**src/rtl/ifu_fetch_pkg.sv**
```systemverilog
// Shared definitions for the instruction fetch unit: datapath defaults,
// the zero-instruction constant and the fetch FSM state type.
package ifu_fetch_pkg;

  localparam int unsigned XLEN_DEFAULT     = 64;
  localparam logic [63:0] RESET_PC_DEFAULT = 64'h0000_0000_8000_0000;
  localparam logic [31:0] INST_ZERO        = 32'h0000_0000;

  typedef enum logic [1:0] {
    S_BOOT = 2'd0,
    S_REQ  = 2'd1,
    S_WAIT = 2'd2,
    S_HOLD = 2'd3
  } fetch_state_e;

endpackage

```
**src/rtl/ifu_fetch.sv**
```systemverilog
// Instruction fetch unit: owns the PC, keeps a single read outstanding to
// instruction memory and hands {inst, inst_pc, inst_fault} to decode over a
// valid/ready handshake. Redirects from execute take priority over everything.
module ifu_fetch
  import ifu_fetch_pkg::*;
#(
  parameter int unsigned     XLEN     = XLEN_DEFAULT,
  parameter logic [XLEN-1:0] RESET_PC = XLEN'(RESET_PC_DEFAULT)
) (
  input  logic            clk,
  input  logic            rst,
  output logic            imem_req_valid,
  input  logic            imem_req_ready,
  output logic [XLEN-1:0] imem_req_addr,
  input  logic            imem_rsp_valid,
  input  logic [31:0]     imem_rsp_data,
  input  logic            imem_rsp_err,
  output logic            inst_valid,
  input  logic            inst_ready,
  output logic [31:0]     inst,
  output logic [XLEN-1:0] inst_pc,
  output logic            inst_fault,
  input  logic            redirect_valid,
  input  logic [XLEN-1:0] redirect_pc
);

  fetch_state_e    state, state_nxt;
  logic [XLEN-1:0] pc, pc_nxt;
  logic [XLEN-1:0] inst_pc_nxt;
  logic [31:0]     inst_nxt;
  logic            drop, drop_nxt;
  logic            inst_valid_nxt, inst_fault_nxt, req_valid_nxt;
  logic            req_fire, consumed, misaligned;
  logic            in_flight, in_flight_after;

  assign imem_req_addr = pc;
  assign req_fire      = imem_req_valid & imem_req_ready;
  assign consumed      = inst_valid & inst_ready;
  assign misaligned    = (redirect_pc[1:0] != 2'b00);

  // A read is outstanding while waiting, or while a discarded response is
  // still owed (drop can survive into S_HOLD after a misaligned redirect).
  assign in_flight       = (state == S_WAIT) | drop;
  assign in_flight_after = (in_flight & ~imem_rsp_valid) | req_fire;

  // Next-state and next-output selection; redirect overrides normal flow.
  always_comb begin
    state_nxt      = state;
    pc_nxt         = pc;
    drop_nxt       = drop;
    inst_valid_nxt = inst_valid;
    inst_nxt       = inst;
    inst_pc_nxt    = inst_pc;
    inst_fault_nxt = inst_fault;

    if (state == S_BOOT) begin
      state_nxt = S_REQ;
      if (redirect_valid) begin
        pc_nxt = redirect_pc;
        if (misaligned) begin
          inst_valid_nxt = 1'b1;
          inst_nxt       = INST_ZERO;
          inst_fault_nxt = 1'b1;
          inst_pc_nxt    = redirect_pc;
          state_nxt      = S_HOLD;
        end
      end
    end else if (redirect_valid) begin
      // Any read still owed after this cycle must be swallowed before the
      // next request goes out, so drop tracks it across S_WAIT and S_HOLD.
      pc_nxt         = redirect_pc;
      drop_nxt       = in_flight_after;
      inst_valid_nxt = 1'b0;
      if (misaligned) begin
        inst_valid_nxt = 1'b1;
        inst_nxt       = INST_ZERO;
        inst_fault_nxt = 1'b1;
        inst_pc_nxt    = redirect_pc;
        state_nxt      = S_HOLD;
      end else begin
        state_nxt = in_flight_after ? S_WAIT : S_REQ;
      end
    end else begin
      unique case (state)
        S_REQ: begin
          if (req_fire) state_nxt = S_WAIT;
        end
        S_WAIT: begin
          if (imem_rsp_valid) begin
            if (drop) begin
              drop_nxt  = 1'b0;
              state_nxt = S_REQ;
            end else begin
              inst_valid_nxt = 1'b1;
              inst_nxt       = imem_rsp_err ? INST_ZERO : imem_rsp_data;
              inst_pc_nxt    = pc;
              inst_fault_nxt = imem_rsp_err;
              pc_nxt         = pc + XLEN'(4);
              state_nxt      = S_HOLD;
            end
          end
        end
        S_HOLD: begin
          if (drop && imem_rsp_valid) drop_nxt = 1'b0;
          if (consumed) begin
            inst_valid_nxt = 1'b0;
            state_nxt      = (drop && !imem_rsp_valid) ? S_WAIT : S_REQ;
          end
        end
        default: ;
      endcase
    end

    req_valid_nxt = (state_nxt == S_REQ);
  end

  // State, PC and registered decode/imem outputs.
  always_ff @(posedge clk or negedge rst) begin
    if (!rst) begin
      state          <= S_BOOT;
      pc             <= RESET_PC;
      drop           <= 1'b0;
      imem_req_valid <= 1'b0;
      inst_valid     <= 1'b0;
      inst           <= INST_ZERO;
      inst_pc        <= '0;
      inst_fault     <= 1'b0;
    end else begin
      state          <= state_nxt;
      pc             <= pc_nxt;
      drop           <= drop_nxt;
      imem_req_valid <= req_valid_nxt;
      inst_valid     <= inst_valid_nxt;
      inst           <= inst_nxt;
      inst_pc        <= inst_pc_nxt;
      inst_fault     <= inst_fault_nxt;
    end
  end

endmodule

```
**config.mk**
```make
export PLATFORM = sky130hd
export DESIGN_NAME = ifu_fetch
export DESIGN_NICKNAME = d
export VERILOG_FILES = /design/src/rtl/ifu_fetch_pkg.sv /design/src/rtl/ifu_fetch.sv
export SDC_FILE = /design/constraint.sdc
export NUM_CORES = 1
export LEC_CHECK = 0
export ABC_AREA = 1
export BUFFER_PORTS_ARGS = -buffer_cell sky130_fd_sc_hd__clkbuf_2
export CORE_ASPECT_RATIO = 1.75
export CORE_MARGIN = 10
export CORE_UTILIZATION = 35
export CTS_BUF_LIST = sky130_fd_sc_hd__clkbuf_4 sky130_fd_sc_hd__clkbuf_8
export DETAILED_ROUTE_END_ITERATION = 12
export SYNTH_ARGS = -nofsm -noshare
export SYNTH_HDL_FRONTEND = slang
export SYNTH_SLANG_ARGS = --single-unit
```
**constraint.sdc**
```tcl
create_clock -name clk -period 4.35 [get_ports clk]
set_clock_uncertainty 0.05 [all_clocks]
set_input_delay 0.6525 -clock clk [delete_from_list [all_inputs] [get_ports clk]]
set_output_delay 0.6525 -clock clk [all_outputs]
set_load 0.005 [all_outputs]
```
Yosys cells after proc, flatten, opt, wreduce, memory -nomap -nowiden
Cells that the tools add are included.

Bits in registers: 166. Input bits: 103. Output and inout bits: 163.

Add/subtract/negate cells: 1. Eq/ne operators: 11. Mux-type cells: 53. Bitwise operators: 7. Reductions and logical operators: 11.

Operators by type and width (number): 64-bit 2-to-1 mux (13); 32-bit 2-to-1 mux (8); 64-bit by 3-bit adder with 64-bit output, second input constant (1); 2-bit 2-to-1 mux (11); 1-bit 2-to-1 mux (18); 3-bit inequality test, second input constant (4); 4-bit AND reduction (2); 2-bit inequality test, second input constant (3); 2-bit case mux with 3 select lines (1); 6-bit AND reduction (1); 2-bit nonzero test (3); 2-bit by 1-bit == test with 1-bit output, second input constant (2); 2-bit == test, second input constant (2); 1-bit case mux with 2 select lines (2); 1-bit bitwise AND (3); 3-bit nonzero test (1); 1-bit logical AND (2); 2-bit zero test (1); 1-bit NOT (2); 1-bit OR (2); 1-bit zero test (1).

Logic depth before layout (Yosys ltp)
Depth in word-level cells: 9. Depth in mapped cells: 12.

Worst setup path before layout
OpenSTA, ideal clock, no wires.

Path type: input-to-reg. Start: input redirect_valid. End: register inst_pc[2]. Library setup time: 130 ps. Data arrival time: 1696 ps. Path slack: 2475 ps. Stages on the path: 8. Path buffers: 3. Cell sequence: buf_2 inv_2 nand2_4 buf_6 buf_4 or2_2 o31ai_1 a21oi_1.

Cells in the longest elaborated chain, start to end: 2. Elaborated cells on any way between the ends: 7. Classes of those cells: eq/ne (2); mux (2); reduce/logical (3).

Ends and longest elaborated chain: start: declaration (line ifu_fetch.sv:23) `input logic redirect_valid,`; 2-bit inequality test (no line), or another cell as far along; 4-bit AND reduction (no line) / 64-bit 2-to-1 mux (equally long branches); end signal: assignment (line ifu_fetch.sv:135) `inst_pc <= inst_pc_nxt;`; end: declaration (line ifu_fetch.sv:21) `output logic [XLEN-1:0] inst_pc,`.

Several ways; a longest one is shown, not always the timed one. A chain may end at the register's enable or synchronous reset.

Worst setup path in the final report
Start: register state[1]. End: register inst_pc[50].

Cells in the longest elaborated chain, start to end: 3. Elaborated cells on any way between the ends: 6. Classes of those cells: eq/ne (2); mux (1); reduce/logical (3).

Ends and longest elaborated chain: start: declaration (line ifu_fetch.sv:27) `fetch_state_e state, state_nxt;`; start signal: assignment (line ifu_fetch.sv:129) `state <= state_nxt;`; 2-bit == test / 2-bit zero test (equally long branches) (line ifu_fetch.sv:84, ifu_fetch.sv:56); 2-bit nonzero test (no line) / 2-bit inequality test (equally long branches); 4-bit AND reduction (no line).

Several ways; a longest one is shown, not always the timed one.

==> out/qor.csv <==
stage;metric;value;unit
outcome;outcome;finished, final reports clean;
global_route;largest net degree at the start of global routing;99;
clock_tree;H-tree levels;4;
yosys;largest cells by area after synthesis;dfrtp_1 (42%), nand2_1 (17%), inv_1 (6.8%), nor2_1 (6.8%), o21ai_0 (4.6%);
clock_tree;CTS Buf Count;17;
yosys;Post-synth EDFFs;0;
final_layout;Layout Nets;1747;
yosys;Cell variety after synth;47;
clock_tree;Post-CTS Hold Buffers;0;
placed_design;GPL Wtd Cong;0.921;
drt;drt drc;0;
drt;drt total wl;36.3;mm
power;Leak;6.53;nW
global_route;global-route wire length before repair;56.5;mm
yosys;syn avg cell area;7.04;um^2
clock_tree;Setup Buffers After CTS;0;
sta;Min Clock Period, post-route;2570;ps
global_route;total grt overflow;0;
setup_path;crit end category;register;
global_route;vias in the first global route;10200;
min_path;hold crit path type;in2async;
setup_path;Worst EP required;4710;ps
clock_tree;Clk pin slew, worst setup/hold paths;110;ps
power;Peak VDD IR;0.000201;V
drt;initial DRC count;698;
final_layout;Final Core Density;42.5;%
global_route;GRT Overall Usage;20.0;%
setup_path;crit path launch type;register;
yosys;synthesized flop and latch total;166;
drt;Final ANT Viol Nets;0;
sta;crit share post-route;59.0;%
setup_path;crit path DAT;2920;ps
yosys;Seq/Total Area, Yosys;41.9;%
yosys;share of Yosys cell area claimed by the top area cell type;41.6;%
sta;Slew headroom;19.1;%
placed_design;hpwl dp;27.3;mm
yosys;Top FF cell, synth;dfrtp_1;
yosys;Post-Syn Instances;1408;
yosys;Synth top cells by count;nand2_1 (446), inv_1 (179), nor2_1 (179), dfrtp_1 (165), o21ai_0 (91);
floorplanning;die height;243;um
final_layout;number of fill cells;3019;
global_route;antenna violations before repair;1;
clock_tree;Clock Tree Root;clkbuf_8;
floorplanning;Starting Density;35.4;%
sta;worst-margin pin slew;1210;ps
placed_design;Port Buffers;265;
sta;Max Clock Freq;390;MHz
drt;via/cell ratio;4.98;
power;PD cells;412;nW/um^2
clock_tree;PostCTS Resize Cnt;0;
yosys;Warnings, synthesis;0;
drt;routed length per placed instance;17.9;um
clock_tree;Skew-Pair Late Insertion Delay;510;ps
sta;Fin. Hold Viols;0;
drt;DR vias;10100;
clock_tree;CTS tree;done;
floorplanning;Die Width;147;um
clock_tree;CTS max path bufs;2;
floorplanning;I/O pin count;266;
clock_tree;Sink Count;166;
yosys;most common cell in the netlist;nand2_1;
sta;RSZ-0062 raised after global routing;false;
yosys;Synth Net Count;1512;
floorplanning;row count;81;
flow_run;Max Cap Viol;0;
yosys;synthesized area;9910;um^2
sta;setup TNS;0;ps
floorplanning;Core Box Area;28000;um^2
final_layout;layout cells sized above 1;21.3;%
final_layout;Syn-to-layout area delta;19.9;%
yosys;Async SR Flop Fraction;100;%
setup_path;kind of critical path;reg2reg;
sta;final slew viol count;0;
drt;DRT Pass-1 Iters;5;
yosys;cell taking the most area after synthesis;dfrtp_1;
floorplanning;die area;35700;um^2
setup_path;Max FO, Critical Path;61;
sta;Finish-stage setup viols;0;
[cell families after synthesis]
logic type	after synthesis	share of synthesized area (%)
and+or+nand+nor	802	35.6
xor gates and xnor gates	3	0.265
adders and majority gates	1	0.126
buffers and inverters	243	10.4
AOI/OAI and AO/OA	193	11.7
DFF	166	41.9
[power by group]
group          switching (mW)  total (mW)  internal [mW]
sequential              0.314        2.14           1.83
combinational           0.975        1.54          0.563
clock                   0.716        1.22          0.506
total                    2.01        4.90           2.90
[metrics by stage]
step / cell area, um^2 / std cells / hold WS [ps] / worst slack, ps / total power [mW]
global route: 11900 / 2030 / 237 / 1520 / 5.25
CTS: 11900 / 2029 / 207 / 1780 / 4.97
finish: 11900 / 2030 / 183 / 1780 / 4.90
floorplan: 9910 / 1408 / 307 / 2470 / 2.99
global placement: 11500 / 1997 / 413 / 1490 / 3.70
detailed placement: 11500 / 1997 / 417 / 1470 / 3.73
[worst paths after layout]
path / slack (ps) / cells past startpoint / endpoint / from
min in group clk: 300 / 2 / inst[21]$_DFFE_PN0P_ / imem_rsp_data[21]
worst min register to register: 440 / 2 / inst_pc[17]$_DFFE_PN0P_ / inst_pc[17]$_DFFE_PN0P_
worst max register to register: 1780 / 10 / inst_pc[50]$_DFFE_PN0P_ / state[1]$_DFF_PN0_
max in group asynchronous: 3000 / 2 / imem_req_addr[31]$_DFFE_PN1P_ / rst
worst min-delay path: 180 / 1 / imem_req_addr[1]$_DFFE_PN0P_ / rst
worst max-delay path: 1780 / 10 / inst_pc[50]$_DFFE_PN0P_ / state[1]$_DFF_PN0_
[flip-flops by register name (all words and copies together), names as in the netlist]
name / count
imem_req_addr: 64
inst_pc: 64
inst: 32
state: 2
drop: 1
imem_req_valid: 1
inst_fault: 1
inst_valid: 1
[cell usage in the layout (no fill, tap or decap), drive strengths merged, types with 2 or more instances in the layout]
| cell | n |
|---|---|
| nor2 | 201 |
| o31ai | 6 |
| xor2 | 2 |
| o21ai | 100 |
| a22o | 32 |
| nor3 | 9 |
| clkbuf | 282 |
| or2 | 3 |
| o22ai | 6 |
| nand4 | 27 |
| dfrtp | 165 |
| nand3b | 22 |
| buf | 10 |
| inv | 194 |
| nand3 | 80 |
| nor3b | 2 |
| clkinv | 3 |
| a22oi | 2 |
| a31oi | 14 |
| nand2 | 457 |
| a21o | 4 |
| a21oi | 25 |
[cell type report]
type                            count  area [um^2]  area share (%)
Timing Repair Buffer              274         1400            11.8
Antenna cell                        1         2.50          0.0211
Clock inverter                     14          173            1.45
Inverter                          185          694            5.84
Tap cell                          373          467            3.93
Multi-Input combinational cell    999         4740            39.9
Sequential cell                   166         4160            35.0
Clock buffer                       18          248            2.08
[routing by layer]
layer	vias to the layer above	track usage [%]	wire (um)	part of all wire (%)
met3	63	5.05	2160	6.0
met1	4771	21.3	13600	38
met5	-	0	0	0
met2	344	36.1	19100	53
li1	4929	-	-	-
met4	0	8.86	1350	3.7
[critical path, stage by stage, from the launching register on]
cell and delay, ps:
dfrtp_1 530, nor2_4 80, inv_2 130, nand2_8 240, nand2_1 200, nand2_4 60
inv_2 300, buf_4 540, nand3b_1 140, o21ai_0 110, inv_1 50
Power figures use the tool's default switching activity.
